--- config.mk ---
export PLATFORM = sky130hd
export DESIGN_NAME = cmd_arbiter
export DESIGN_NICKNAME = d
export VERILOG_FILES = /design/src/rtl/cmd_arbiter.sv
export SDC_FILE = /design/constraint.sdc
export NUM_CORES = 1
export LEC_CHECK = 0
export CORE_UTILIZATION = 26
export CTS_CLUSTER_SIZE = 8
export DETAILED_ROUTE_END_ITERATION = 16
export GPL_ROUTABILITY_DRIVEN = 0
export HOLD_SLACK_MARGIN = 0.12
export SLEW_MARGIN = 10
export SYNTH_ARGS = -nofsm -noshare
export SYNTH_HDL_FRONTEND = slang
export SYNTH_SLANG_ARGS = --single-unit
--- constraint.sdc ---
create_clock -name clk -period 1.6 [get_ports clk]
set_input_delay 0.16 -clock clk [delete_from_list [all_inputs] [get_ports clk]]
set_output_delay 0.16 -clock clk [all_outputs]
set_load 0.005 [all_outputs]
--- src/rtl/cmd_arbiter.sv ---
//------------------------------------------------------------------------------
// cmd_arbiter: round-robin arbiter feeding two requesters' commands to one UART
// command transmitter. Revision: 1.0
//------------------------------------------------------------------------------
`default_nettype none

module cmd_arbiter #(
  parameter int TMO_CYC = 1_000_000
) (
  input  logic        clk,
  input  logic        rst_n,
  input  logic        req0,
  input  logic [15:0] cmd0,
  input  logic        req1,
  input  logic [15:0] cmd1,
  output logic        ack0,
  output logic        ack1,
  output logic        done0,
  output logic        done1,
  output logic        tmo0,
  output logic        tmo1,
  output logic        snd_cmd,
  output logic [15:0] cmd,
  input  logic        cmd_cmplt,
  output logic        busy
);

  localparam int               CNT_W    = $clog2(TMO_CYC);
  localparam logic [CNT_W-1:0] TMO_LAST = CNT_W'(TMO_CYC - 1);

  typedef enum logic [1:0] {
    IDLE = 2'd0,
    SEND = 2'd1,
    WAIT = 2'd2
  } state_t;

  state_t             state;
  logic               ptr;
  logic               gnt_id;
  logic               cmplt_ff;
  logic [CNT_W-1:0]   cnt;

  logic any_req;
  logic win;
  logic rise;

  assign any_req = req0 | req1;
  // With both requesting the pointer decides; otherwise the lone requester wins.
  assign win     = (req0 & req1) ? ptr : req1;
  assign rise    = cmd_cmplt & ~cmplt_ff;
  assign busy    = (state != IDLE);

  always_ff @(posedge clk or negedge rst_n) begin
    if (!rst_n) begin
      state    <= IDLE;
      ptr      <= 1'b0;
      gnt_id   <= 1'b0;
      cmd      <= 16'h0000;
      cnt      <= '0;
      cmplt_ff <= 1'b0;
      snd_cmd  <= 1'b0;
      ack0     <= 1'b0;
      ack1     <= 1'b0;
      done0    <= 1'b0;
      done1    <= 1'b0;
      tmo0     <= 1'b0;
      tmo1     <= 1'b0;
    end else begin
      cmplt_ff <= cmd_cmplt;
      snd_cmd  <= 1'b0;
      ack0     <= 1'b0;
      ack1     <= 1'b0;
      done0    <= 1'b0;
      done1    <= 1'b0;
      tmo0     <= 1'b0;
      tmo1     <= 1'b0;
      case (state)
        IDLE: begin
          if (any_req) begin
            state   <= SEND;
            gnt_id  <= win;
            ptr     <= ~win;
            cmd     <= win ? cmd1 : cmd0;
            snd_cmd <= 1'b1;
            ack0    <= ~win;
            ack1    <= win;
          end
        end
        SEND: begin
          state <= WAIT;
          cnt   <= '0;
        end
        WAIT: begin
          // A completion edge takes precedence over a coincident timeout.
          if (rise) begin
            done0 <= ~gnt_id;
            done1 <= gnt_id;
            state <= IDLE;
          end else if (cnt == TMO_LAST) begin
            tmo0  <= ~gnt_id;
            tmo1  <= gnt_id;
            state <= IDLE;
          end else begin
            cnt <= cnt + CNT_W'(1);
          end
        end
        default: state <= IDLE;
      endcase
    end
  end

endmodule

`default_nettype wire

==> out/metrics.yaml, run 1 <==
synth-simple-area-share_pct: 21.9
vias: 1898
vias_per_cell: 4.61
ir_drop_mv: 0.578
min-delay-start: "cmd_cmplt"
critPathLaunchType: "flop"
ys_warn_count: 0
remaining_drc_errors: 0
synth_area_leaders: "dfrtp_1 56%, mux2i_1 8.8%, o21ai_0 5.8%, nand2_1 5.6%, nand3_1 4.7%"
final_antenna_net_count: 0
clk_path_buf_depth: 2
synthAdderAreaFrac_pct: 0.581
cp.required_ps: 1790
cpMaxStageDelayCell: "dfrtp_1"
drive_gt1_share_pct: 24.8
synth_nets: 248
violations: "negative setup slack"
syn_area_per_cell_um2: 10.2
ys_ff_latch: 48
critPathTopFamily: "simple AND/OR/NAND/NOR gates"
path_buf_inv: 0
dp_hpwl_mm: 3.57
io_buffers: 60
numCtsBuffers: 5
overflow: 0
fmax_mhz: 595
fin_crit_sh_pct: 105
grt_usage_pct: 12.0
hold_viol_final: 0
min_period_ps: 1680
area_growth_pct: 60.1
syn_area_um2: 2150
cts_max_level: 2
synth_compound_area_share_pct: 10.7
setup_violations: 8
critical_path_arrival_ps: 1870
io_pins: 61
path_class: "flop to flop"
wl_per_cell_um: 12.3
start_util_pct: 27.4
yosysTopAreaCell: "dfrtp_1"
cp-startpoint: "cnt[14]"
maxSlewHeadroom_pct: 71.4
finClkSkew_ps: 2.58
synth_top_area_share_pct: 55.8
clkSinkCount: 48
leakage_nw: 1.55
grt_max_degree: 32
critPathMaxFanout: 4
row_count: 32
crit_chain: "nor4b_4, and4b_4, a211o_4, or3_4, mux2i_1"
ys_types: 33
clk_latency_ps: 300
setup_ws_ps: -79.8
tightest_slew_ps: 429
grt_pass1_wl_mm: 8.11
drv_cap: 0
dr.pass1.iters: 4
outcome: "finished with violations"
synth_xor_area_share_pct: 0
core_um2: 7850
regToRegStartpoint: "cnt[14]"
final_util_pct: 43.9
antenna_found_initial: 0
clk_pin_slew_ps: 90
cts_tree: "done"
slew_violations: 0
min_path_type: "primary input to flop"
finalNetCount: 347
drt_wl_total_mm: 5.08
endpoint_kind: "flop"
synth_seq_area_share_pct: 55.8
synth_top_family_by_area: "simple AND/OR/NAND/NOR gates"
dp_slack_ps: -158
synthMuxAreaShare_pct: 8.84
rsz0062_at_grt: "true"
die_h_um: 93.0
drt_iter0_drc: 37
synth_cells: 210
grt_pass1_vias: 1834
antenna_cells: 0
dieArea_um2: 8650
power_density_nw_per_um2: 1270
cpPeakStageDelay_ps: 400
cts_root_buf: "clkbuf_8"
die_x_um: 93.0
per-stage QoR:
stage / total power, mW / hold WS (ps) / setup TNS, ps / instances / area, µm²
after global routing: 4.69 / 326 / -903 / 412 / 3440
after floorplan: 2.41 / -136 / -21.1 / 210 / 2160
final: 4.38 / 313 / -328 / 412 / 3440
after detailed placement: 3.36 / 117 / -1300 / 394 / 3110
after global placement: 3.34 / 119 / -1060 / 394 / 3110
after CTS: 4.30 / 303 / -173 / 406 / 3260
layer usage:
metal	global-route usage, %	vias up	part of all wire [%]
li1	-	947	-
met1	14.9	883	45
met2	18.8	57	45
met3	4.63	11	7.4
met4	4.62	0	2.1
met5	0	-	0
worst reg2reg max path, stage by stage (launching register included):
cell	delay [ps]
dfrtp_1	400
nor4b_4	140
and4b_4	200
a211o_4	360
or3_4	340
mux2i_1	120
worst paths after layout:
path | to | cells after the start | slack, ps
max | cnt[6] | 5 | -80
min | cmplt_ff | 1 | 310
max reg2reg | cnt[6] | 5 | -80
min reg2reg | cmd[1] | 2 | 480
max in group asynchronous | snd_cmd | 4 | 670
min in group asynchronous | cnt[19] | 2 | 320
report_power, final:
group	switching [mW]	leakage (nW)	internal [mW]
clock	0.419	0.0541	0.463
sequential	0.197	0.626	1.53
combinational	0.766	0.871	0.997
flip-flops by register name, summed over array words and instances (netlist names):
register	cells
state	2
ptr	1
cmplt_ff	1
ack0	1
tmo0	1
cmd	16
cnt	20
gnt_id	1
snd_cmd	1
ack1	1
done0	1
done1	1
tmo1	1
logic make-up (layout without fill, tap and decap cells):
logic type | after synthesis | count (layout)
DFF | 48 | 48
and+or+nand+nor | 91 | 91
buffers and inverters | 12 | 112
muxes | 19 | 19
AOI/OAI and AO/OA | 39 | 39
adders and majority gates | 1 | 1
cell type report:
type                            count  area (µm²)
Inverter                            5        18.8
Multi-Input combinational cell    150        1040
Timing Repair Buffer               99         946
Clock inverter                      3        42.5
Sequential cell                    48        1200
Clock buffer                        5        68.8
Tap cell                          102         128
Fill cell                         790        4400
Yosys cell counts:
cell / n
nor2b_1: 2
a21boi_2: 1
inv_1: 5
ha_1: 1
a41oi_1: 1
a21oi_1: 2
clkbuf_1: 5
o21ai_0: 25
a31o_2: 1
o211ai_1: 1
dfrtp_1: 48
o21ai_2: 1
a211o_1: 1
buf_2: 1
nand2b_1: 3
or2_2: 3
nand2_1: 32
or4_1: 1
or3_1: 1
a31oi_1: 3
a22oi_1: 2
mux2i_1: 19
and3_1: 4
buf_1: 1
and2_1: 2
nor4b_1: 1
and4b_4: 1
a21o_1: 1
nor2_1: 11
nand4_1: 5
nand3_1: 20
nor4_2: 3
and4_1: 2
repair_timing:
item	4_1_cts	5_1_grt
endpoints found under the hold margin	16	0
hold buffers	1	0
buffers inserted	3	6
pin swaps	1	11
endpoints found under the setup margin	11	26
resized for setup	4	31
cells in the final DEF, fill, tap and decap left out, types with 3 or more instances in the layout:
master           instances
clkdlybuf4s50_1         58
dfrtp_1                 47
nand2_1                 30
buf_4                   30
o21ai_0                 23
mux2i_1                 19
nand3_1                 16
nor2_1                   8
inv_1                    5
nand4_1                  5
clkbuf_8                 5
buf_6                    5
and3_1                   4
nand3_2                  4
a31oi_1                  3
buf_12                   3
No activity file was read; power rests on OpenSTA's default activity.
==> inputs of run 2 (changes only) <==
--- a/config.mk
+++ b/config.mk
@@ -5,11 +5,13 @@
 export SDC_FILE = /design/constraint.sdc
 export NUM_CORES = 1
 export LEC_CHECK = 0
-export CORE_UTILIZATION = 26
+export CORE_UTILIZATION = 55
 export CTS_CLUSTER_SIZE = 8
 export DETAILED_ROUTE_END_ITERATION = 16
+export DONT_BUFFER_PORTS = 1
 export GPL_ROUTABILITY_DRIVEN = 0
 export HOLD_SLACK_MARGIN = 0.12
+export PLACE_DENSITY = 0.73
 export SLEW_MARGIN = 10
 export SYNTH_ARGS = -nofsm -noshare
 export SYNTH_HDL_FRONTEND = slang
==> run 2 against run 1 <==
  * The run still ends with negative setup slack left
  * Final cell count shrank 22%
  * Fmax decreased by 2.4%
  * Register-to-register slack got worse by 40 ps
  * Core utilization increased by 40 points
  * Die area is 52% lower
  * Critical path depth unchanged
  * Setup slack lost 41 ps
  * Clock skew increased by 6.6 ps
  * Critical path type unchanged
  * Largest cell class unchanged
==> out/metrics.yaml, run 2 (synthesis gave the netlist of run 1 again) <==
antenna_found_initial: 0  # unchanged
clk_latency_ps: 310  # about the same
drt_wl_total_mm: 6.19  # +22%
critPathLaunchType: "flop"
final_cell_mix: "46 x dfrtp_1, 34 x dlygate4sd3_1, 27 x nand2_1"
grt_max_degree: 49  # +53%
grt_pass1_wl_mm: 9.08  # +12%
fin_hold_ws_ps: 265  # -48.0 ps
n_fill_cell: 175  # -78%
die_x_um: 64.6  # -31%
cts_root_buf: "clkbuf_8"
clk_path_buf_depth: 2  # unchanged
grt_use_met3_pct: 6.34  # +1.7 points
rsz0062_at_grt: "true"
finalSetupTns_ps: -588  # -261 ps
reg_top3: "cnt (20), cmd (16), state (2)"
power_mw: 3.88  # -11%
setup_violations: 9  # +1
stdcell_count: 323  # -22%
endpoint_kind: "flop"
dieArea_um2: 4170  # -52%
min-delay-start: "req0"
regToRegStartpoint: "cnt[12]"
io_pins: 61  # unchanged
setup_ws_ps: -120  # -40.5 ps
outcome: "finished with violations"
path_class: "flop to flop"
overflow: 0  # unchanged
area_growth_pct: 44.7
dr.pass1.iters: 4  # unchanged
fmax_mhz: 581  # -2.4%
row_count: 22  # -31%
cts_max_level: 2  # unchanged
tightest_slew_ps: 303  # -126 ps
die_h_um: 64.6  # -31%
antenna_cells: 0  # unchanged
power_density_nw_per_um2: 1250  # -2.0%
start_util_pct: 57.9  # +30 points
io_buffers: 0  # -100%
grt_usage_pct: 30.0  # +18 points
fin_crit_sh_pct: 108  # +2.5 points
maxSlewHeadroom_pct: 79.8  # +8.3 points
final_util_pct: 83.8  # +40 points
critPathMaxFanout: 5  # +1
vias: 1931  # +1.7%
clkSinkCount: 48  # unchanged
leakage_nw: 1.42  # -8.8%
drive_gt1_share_pct: 28.0  # +3.2 points
core_um2: 3720  # -53%
min_period_ps: 1720  # +40.5 ps
vias_per_cell: 5.98  # +30%
cts_tree: "done"
busiest_layer: "met2"
final_antenna_net_count: 0  # unchanged
final_common_cell: "dfrtp_1"
largest_register_ffs: 20  # unchanged
wl_per_cell_um: 19.2  # +55%
grt_pass1_vias: 1885  # +2.8%
use_met2_pct: 53.8  # +35 points
place_inst: 274  # -30%
min_path_type: "primary input to flop"
drv_cap: 0  # unchanged
slew_violations: 0  # unchanged
met1_usage_pct: 33.6  # +19 points
regMostFlops: "cnt"
remaining_drc_errors: 0  # unchanged
dp_hpwl_mm: 3.29  # -7.6%
ir_drop_mv: 1.23  # +110%
cp.required_ps: 1830  # +40 ps
hold_viol_final: 0  # unchanged
critical_path_arrival_ps: 1950  # +80 ps
finClkSkew_ps: 9.22  # +6.64 ps
numCtsBuffers: 5  # unchanged
clk_pin_slew_ps: 90  # about the same
drt_iter0_drc: 99  # +170%
violations: "negative setup slack"
cp-startpoint: "cnt[12]"
finalNetCount: 312  # -10%
==> run 2: worst max-delay path, stage by stage, from the launching register on <==
cell     delay [ps]
dfrtp_1         390
or2_4           270
nor4_4          340
a211o_1         260
nand2_2         140
a31oi_1         220
==> run 2: what timing repair did <==
item                       4_1_cts  5_1_grt
pin swaps                        4       15
hold endpoints to repair        65        0
setup endpoints to repair       10       29
resized for setup               11       45
setup buffers                    1        5
hold buffers                    35        0
==> run 2: path summary, 6_finish.rpt <==
| path | endpoint | slack, ps | cells after the start |
|---|---|---|---|
| max in group asynchronous | cnt[7] | 1030 | 2 |
| worst max register to register | cnt[3] | -120 | 5 |
| min in group asynchronous | cnt[1] | 340 | 2 |
| worst max-delay path | cnt[3] | -120 | 5 |
| worst min-delay path | ack1 | 270 | 3 |
| worst min register to register | cmd[4] | 530 | 2 |
==> run 2: per-stage QoR <==
stage	worst slack [ps]	cell area [µm²]
after floorplan	-17.7	2160
after global placement	-6.32	2370
after detailed placement	-78.0	2370
after CTS	-74.2	2910
after global routing	-149	3110
final	-120	3110
==> run 2: final cells by class <==
class / instances / area (µm²) / share of cell area (%)
Timing Repair Buffer: 64 / 613 / 19.7
Inverter: 5 / 18.8 / 0.603
Clock inverter: 1 / 7.51 / 0.241
Clock buffer: 7 / 86.3 / 2.77
Sequential cell: 48 / 1200 / 38.7
Tap cell: 48 / 60.1 / 1.93
Multi-Input combinational cell: 150 / 1120 / 36.1
==> run 2: per-layer routing <==
metal / vias up / wire length [µm]
li1: 875 / -
met1: 950 / 2360
met2: 90 / 3330
met3: 16 / 330
met4: 0 / 170
met5: - / 0
==> run 2: power breakdown <==
group / switching (mW) / leakage [nW] / total (mW) / internal (mW)
clock: 0.409 / 0.0445 / 0.760 / 0.352
sequential: 0.308 / 0.624 / 1.84 / 1.53
combinational: 0.727 / 0.747 / 1.28 / 0.549
total: 1.44 / 1.42 / 3.88 / 2.43
